--- src/rtl/clkdiv_ctrl.sv ---
// Ratio controller for an external clock divider: drains on a low phase, settles, loads, locks.
// Define CLKDIV_CTRL_TIMEOUT_EN to add a LOCK watchdog that aborts to IDLE with an o_err pulse.
module clkdiv_ctrl #(
    parameter int MAX_RATIO     = 32,
    parameter int RATIO_BIT     = $clog2(MAX_RATIO) + 1,
    parameter int DEFAULT_RATIO = 1,
    parameter int SETTLE_CYCLES = 2
) (
    input  logic                 i_ref_clk,
    input  logic                 i_rst_n,
    input  logic                 i_cfg_valid,
    input  logic [RATIO_BIT-1:0] i_cfg_ratio,
    output logic                 o_cfg_ready,
    input  logic                 i_stop,
    input  logic                 i_div_clk,
    output logic                 o_clk_en,
    output logic [RATIO_BIT-1:0] o_div_ratio,
    output logic                 o_locked,
    output logic                 o_err,
    output logic [2:0]           o_state
);

    typedef enum logic [2:0] {
        IDLE   = 3'd0,
        DRAIN  = 3'd1,
        SETTLE = 3'd2,
        LOAD   = 3'd3,
        LOCK   = 3'd4,
        RUN    = 3'd5
    } state_t;

    localparam int SC_W = (SETTLE_CYCLES > 1) ? $clog2(SETTLE_CYCLES) : 1;
    localparam logic [SC_W-1:0]      SETTLE_LAST = SC_W'(SETTLE_CYCLES - 1);
    localparam logic [RATIO_BIT-1:0] MAX_R       = RATIO_BIT'(MAX_RATIO);
    localparam logic [RATIO_BIT-1:0] DEF_R       = RATIO_BIT'(DEFAULT_RATIO);
    localparam logic [RATIO_BIT-1:0] BYPASS_LIM  = RATIO_BIT'(2);

`ifdef CLKDIV_CTRL_TIMEOUT_EN
    localparam int WD_LIMIT = 4 * MAX_RATIO + 8;
    localparam int WD_W     = $clog2(WD_LIMIT);
    localparam logic [WD_W-1:0] WD_LAST = WD_W'(WD_LIMIT - 1);
    logic [WD_W-1:0] wd_cnt, wd_n;
`endif

    state_t               state, state_n;
    logic [RATIO_BIT-1:0] shadow, shadow_n, ratio_n;
    logic [SC_W-1:0]      settle_cnt, settle_n;
    logic                 clk_en_n, locked_n, err_n;
    logic                 edge_seen, edge_n;
    logic                 to_idle, to_idle_n;
    logic                 div_q;
    logic                 xfer, legal, rise;

    // Handshake: a request transfers on any rising edge where i_cfg_valid and
    // o_cfg_ready are both high; i_cfg_ratio is captured on that edge. The
    // requester keeps i_cfg_valid/i_cfg_ratio stable until it sees ready.
    assign o_cfg_ready = ((state == IDLE) || (state == RUN)) && !i_stop;
    assign xfer        = i_cfg_valid && o_cfg_ready;
    assign legal       = (i_cfg_ratio <= MAX_R);
    assign rise        = i_div_clk && !div_q;
    assign o_state     = state;

    always_comb begin
        state_n   = state;
        shadow_n  = shadow;
        ratio_n   = o_div_ratio;
        clk_en_n  = o_clk_en;
        locked_n  = o_locked;
        err_n     = 1'b0;
        settle_n  = settle_cnt;
        edge_n    = edge_seen;
        to_idle_n = to_idle;
`ifdef CLKDIV_CTRL_TIMEOUT_EN
        wd_n      = wd_cnt;
`endif
        case (state)
            IDLE: begin
                if (xfer) begin
                    if (legal) begin
                        shadow_n  = i_cfg_ratio;
                        to_idle_n = 1'b0;
                        settle_n  = '0;
                        state_n   = SETTLE;
                    end else begin
                        err_n = 1'b1;
                    end
                end
            end
            RUN: begin
                if (i_stop) begin
                    locked_n  = 1'b0;
                    to_idle_n = 1'b1;
                    state_n   = DRAIN;
                end else if (xfer) begin
                    if (legal) begin
                        shadow_n  = i_cfg_ratio;
                        locked_n  = 1'b0;
                        to_idle_n = 1'b0;
                        state_n   = DRAIN;
                    end else begin
                        err_n = 1'b1;
                    end
                end
            end
            DRAIN: begin
                // Only gate the divider while its output is low, so no runt high pulse escapes.
                locked_n = 1'b0;
                if (i_stop) to_idle_n = 1'b1;
                if (!i_div_clk) begin
                    clk_en_n = 1'b0;
                    settle_n = '0;
                    state_n  = SETTLE;
                end
            end
            SETTLE: begin
                if (settle_cnt == SETTLE_LAST) begin
                    if (to_idle) begin
                        state_n = IDLE;
                    end else begin
                        ratio_n = shadow;
                        state_n = LOAD;
                    end
                end else begin
                    settle_n = settle_cnt + 1'b1;
                end
            end
            LOAD: begin
                clk_en_n = 1'b1;
                edge_n   = 1'b0;
`ifdef CLKDIV_CTRL_TIMEOUT_EN
                wd_n     = '0;
`endif
                state_n  = LOCK;
            end
            LOCK: begin
                if (rise) edge_n = 1'b1;
                if (i_stop) begin
                    locked_n  = 1'b0;
                    to_idle_n = 1'b1;
                    state_n   = DRAIN;
                end else if ((shadow < BYPASS_LIM) || (rise && edge_seen)) begin
                    locked_n = 1'b1;
                    state_n  = RUN;
                end
`ifdef CLKDIV_CTRL_TIMEOUT_EN
                else if (wd_cnt == WD_LAST) begin
                    err_n    = 1'b1;
                    clk_en_n = 1'b0;
                    state_n  = IDLE;
                end else begin
                    wd_n = wd_cnt + 1'b1;
                end
`endif
            end
            default: state_n = IDLE;
        endcase
    end

    always_ff @(posedge i_ref_clk or negedge i_rst_n) begin
        if (!i_rst_n) begin
            state       <= IDLE;
            shadow      <= DEF_R;
            o_div_ratio <= DEF_R;
            o_clk_en    <= 1'b0;
            o_locked    <= 1'b0;
            o_err       <= 1'b0;
            settle_cnt  <= '0;
            edge_seen   <= 1'b0;
            to_idle     <= 1'b0;
            div_q       <= 1'b0;
`ifdef CLKDIV_CTRL_TIMEOUT_EN
            wd_cnt      <= '0;
`endif
        end else begin
            state       <= state_n;
            shadow      <= shadow_n;
            o_div_ratio <= ratio_n;
            o_clk_en    <= clk_en_n;
            o_locked    <= locked_n;
            o_err       <= err_n;
            settle_cnt  <= settle_n;
            edge_seen   <= edge_n;
            to_idle     <= to_idle_n;
            div_q       <= i_div_clk;
`ifdef CLKDIV_CTRL_TIMEOUT_EN
            wd_cnt      <= wd_n;
`endif
        end
    end

endmodule
--- config.mk ---
export PLATFORM = sky130hd
export DESIGN_NAME = clkdiv_ctrl
export DESIGN_NICKNAME = d
export VERILOG_FILES = /design/src/rtl/clkdiv_ctrl.sv
export SDC_FILE = /design/constraint.sdc
export NUM_CORES = 1
export LEC_CHECK = 0
export BUFFER_PORTS_ARGS = -buffer_cell sky130_fd_sc_hd__buf_2
export CAP_MARGIN = 20
export CORE_AREA = 2 2 52 44
export CTS_CLUSTER_DIAMETER = 100
export CTS_CLUSTER_SIZE = 10
export DETAILED_ROUTE_END_ITERATION = 16
export DIE_AREA = 0 0 54 46
export PLACE_DENSITY_LB_ADDON = 0.15
export SLEW_MARGIN = 20
export SYNTH_ARGS = -nofsm -noshare
export SYNTH_HDL_FRONTEND = slang
export SYNTH_SLANG_ARGS = --single-unit
export TNS_END_PERCENT = 100
--- constraint.sdc ---
create_clock -name i_ref_clk -period 4.3 [get_ports i_ref_clk]
set_clock_uncertainty 0.15 [all_clocks]
set_input_delay 0.215 -clock i_ref_clk [delete_from_list [all_inputs] [get_ports i_ref_clk]]
set_output_delay 0.215 -clock i_ref_clk [all_outputs]
set_load 0.02 [all_outputs]
==> impl_metrics.py <==
metrics = {
    "power_and_ir_drop": {
        "p_sw_share_pct": 36.8,
        "clkPwrFrac_pct": 18.2,
        "total_leakage_power_uw": 0.000583,
        "ir_worst_vdd_v": 0.000362,
        "p_seq_share_pct": 43.8,
        "comb_power_share_pct": 38.0,
        "power_per_cell_area_nw_per_um2": 666,
        "power.switching_uw": 312,
        "p_int_uw": 537,
    },
    "critical_path": {
        "crit_type": "in -> reg",
        "start_kind": "primary input",
        "cp.required_ns": 4.35,
        "cp.arrival_ns": 2.13,
        "end_kind": "flip-flop",
        "cp_max_fo": 9,
    },
    "timing": {
        "setup_viol": 0,
        "slew_violations": 0,
        "whs_ns": 0.0264,
        "worst_slew_pin_slew_ns": 0.476,
        "period_share_pct": 48.4,
        "setup_tns_ns": 0,
        "fin_crit_ns": 2.08,
        "fmax_mhz": 480,
        "grt_setup_unrepaired": "no",
        "hold_viol_final": 0,
        "relSlewSlack_pct": 68.3,
    },
    "clock_network": {
        "clk_pin_slew_ns": 0.12,
        "numCtsBuffers": 3,
        "cts-root-buf": "clkbuf_4",
        "ctsHoldBuffers": 5,
        "cts_tree": "yes",
        "cts_setup_buffers": 0,
        "cts.path.max_buffers": 2,
        "clock_sinks": 22,
        "cts_resized": 0,
        "worstSkewPairLatency_ns": 0.30,
        "htree_levels": 1,
    },
    "flow_run": {
        "cap_violations": 0,
    },
    "layout": {
        "drive_gt1_share_pct": 39.0,
        "area_growth_pct": 22.8,
        "fin_area_sq_um": 1270,
        "layout_common_cells": "23 x buf_2, 20 x dfrtp_1, 10 x mux2_2",
        "layout_commonest_cell": "buf_2",
        "n_antenna_cell": 0,
        "instances_no_fill": 143,
        "utilization_pct": 62.8,
        "nets": 130,
    },
    "yosys": {
        "synth_warnings": 0,
        "synth.distinct_cells": 38,
        "yosysSeqAreaShare_pct": 53.3,
        "synth_area_sq_um": 1040,
        "syn_inst": 89,
        "syn_avg_cell_area_sq_um": 11.7,
        "ys_seq_elements": 22,
        "synth_nets": 100,
    },
    "placed_design": {
        "portBuffers": 23,
        "hpwlAfterDp_mm": 1.44,
        "gp_congestion": 0.775,
        "post_dp_cell_area_sq_um": 1170,
        "dp.cells": 134,
    },
    "floorplanning": {
        "coreArea_sq_um": 2030,
        "initial_core_util_pct": 51.2,
        "dieArea_sq_um": 2480,
        "die-height_um": 46,
        "io_pins": 24,
        "dieWidth_um": 54,
        "rows": 15,
    },
    "status": {
        "status": "complete, no violations",
    },
    "routing": {
        "avgRoutedWirePerCell_um": 14.3,
        "drtPass1Iterations": 3,
        "antenna_left": 0,
        "via_per_inst": 5.44,
        "vias": 778,
        "wl_mm": 2.04,
        "drcViolationCount": 0,
        "drt-initial-drc-count": 9,
    },
    "global_route": {
        "grt_pass1_wl_mm": 3.17,
        "grt_start_max_net_pins": 23,
        "track_usage_pct": 18.6,
        "antenna_found_initial": 0,
        "gr-total-overflow": 0,
        "grt_pass1_vias": 699,
    },
    "min_path": {
        "hold_class": "in -> reg",
    },
}
[worst max-delay path, stage by stage]
cell and delay (ns):
dlygate4sd3_1 0.54, buf_2 0.13, or4_4 0.53, o21ai_4 0.18
nand3_4 0.16, a311o_1 0.38
[sequential cells by signal (all words and copies together), names as in the netlist]
signal       count
o_div_ratio      6
shadow           6
o_state          3
div_q            1
edge_seen        1
o_clk_en         1
o_err            1
o_locked         1
settle_cnt       1
to_idle          1
[synthesized netlist by cell type]
| master | number | area [sq um] |
|---|---|---|
| a21o_2 | 1 | 8.76 |
| nor2_1 | 5 | 18.8 |
| o21ai_0 | 5 | 25.0 |
| inv_1 | 1 | 3.75 |
| o22ai_1 | 2 | 12.5 |
| a2bb2oi_1 | 1 | 8.76 |
| clkbuf_1 | 2 | 7.51 |
| and3b_1 | 1 | 8.76 |
| or4_4 | 1 | 11.3 |
| a31oi_1 | 1 | 6.26 |
| and3_2 | 1 | 7.51 |
| nand3_4 | 1 | 17.5 |
| nor3_2 | 1 | 10.0 |
| mux2_2 | 10 | 113 |
| a21boi_0 | 1 | 7.51 |
| nor2b_1 | 2 | 12.5 |
| xor2_1 | 1 | 8.76 |
| or4_1 | 1 | 7.51 |
| nand3b_1 | 1 | 7.51 |
| a21oi_1 | 1 | 5.00 |
| o31ai_1 | 1 | 7.51 |
| nand2b_1 | 2 | 12.5 |
| buf_2 | 1 | 5.00 |
| a311o_1 | 1 | 10.0 |
| o41a_1 | 1 | 11.3 |
| nand2_1 | 9 | 33.8 |
| o21ai_4 | 1 | 16.3 |
| clkinv_1 | 1 | 3.75 |
| nor3_1 | 1 | 5.00 |
| nand4b_1 | 1 | 8.76 |
| dfstp_2 | 2 | 52.6 |
| o2111ai_1 | 1 | 8.76 |
| o21a_1 | 1 | 7.51 |
| or3b_2 | 1 | 8.76 |
| nor3b_1 | 2 | 15.0 |
| o211ai_1 | 2 | 15.0 |
| dfrtp_1 | 20 | 500 |
| a22oi_1 | 1 | 7.51 |
[path summary, 6_finish.rpt]
check                           slack [ns]  cells after the start        endpoint      startpoint
worst max-delay path                  2.22                      6      settle_cnt  i_cfg_ratio[3]
max in group asynchronous             3.42                      2  o_div_ratio[0]         i_rst_n
worst min-delay path                  0.03                      2       shadow[1]  i_cfg_ratio[1]
worst min register to register        0.34                      2  o_div_ratio[5]  o_div_ratio[5]
min in group asynchronous             0.24                      2      o_state[2]         i_rst_n
worst max register to register        2.48                      4      settle_cnt      o_state[0]
[final cells by class]
cell class	count	area, sq um
clock buffers	3	22.5
clock inverters	1	30.0
fillers	162	753
inverters	2	7.51
multi-input cells	62	464
flip-flops and latches	22	553
well taps	25	31.3
repair buffers	28	165
[routing by layer]
metal	wire (um)	global-route usage (%)	part of all wire, %
met2	898	28.0	44
met4	16	4.50	0.79
met3	111	5.92	5.4
met5	0	0	0
met1	1010	26.0	50
[power groups by stage]
stage               Sequential [uW]  Combinational (uW)  Clock (uW)
detailed placement              375                 320           0
CTS                             369                 326         159
finish                          371                 323         155
global route                    386                 356         168
global placement                373                 315           0
floorplan                       398                 200           0
[kinds of logic after synthesis]
kind of cell | Yosys count | share of synthesized area [%]
AND/OR/NAND/NOR | 30 | 17.9
AO/OA/AOI/OAI | 21 | 15.2
XOR/XNOR | 1 | 0.845
multiplexers | 10 | 10.9
flip-flops | 22 | 53.3
buffers and inverters | 5 | 1.93
[per-stage QoR]
stage               worst slack (ns)  total power, uW
global placement                2.46              687
floorplan                       2.22              597
CTS                             2.24              855
finish                          2.22              849
global route                    2.18              910
detailed placement              2.42              695
(Power assumes the default switching activity.)
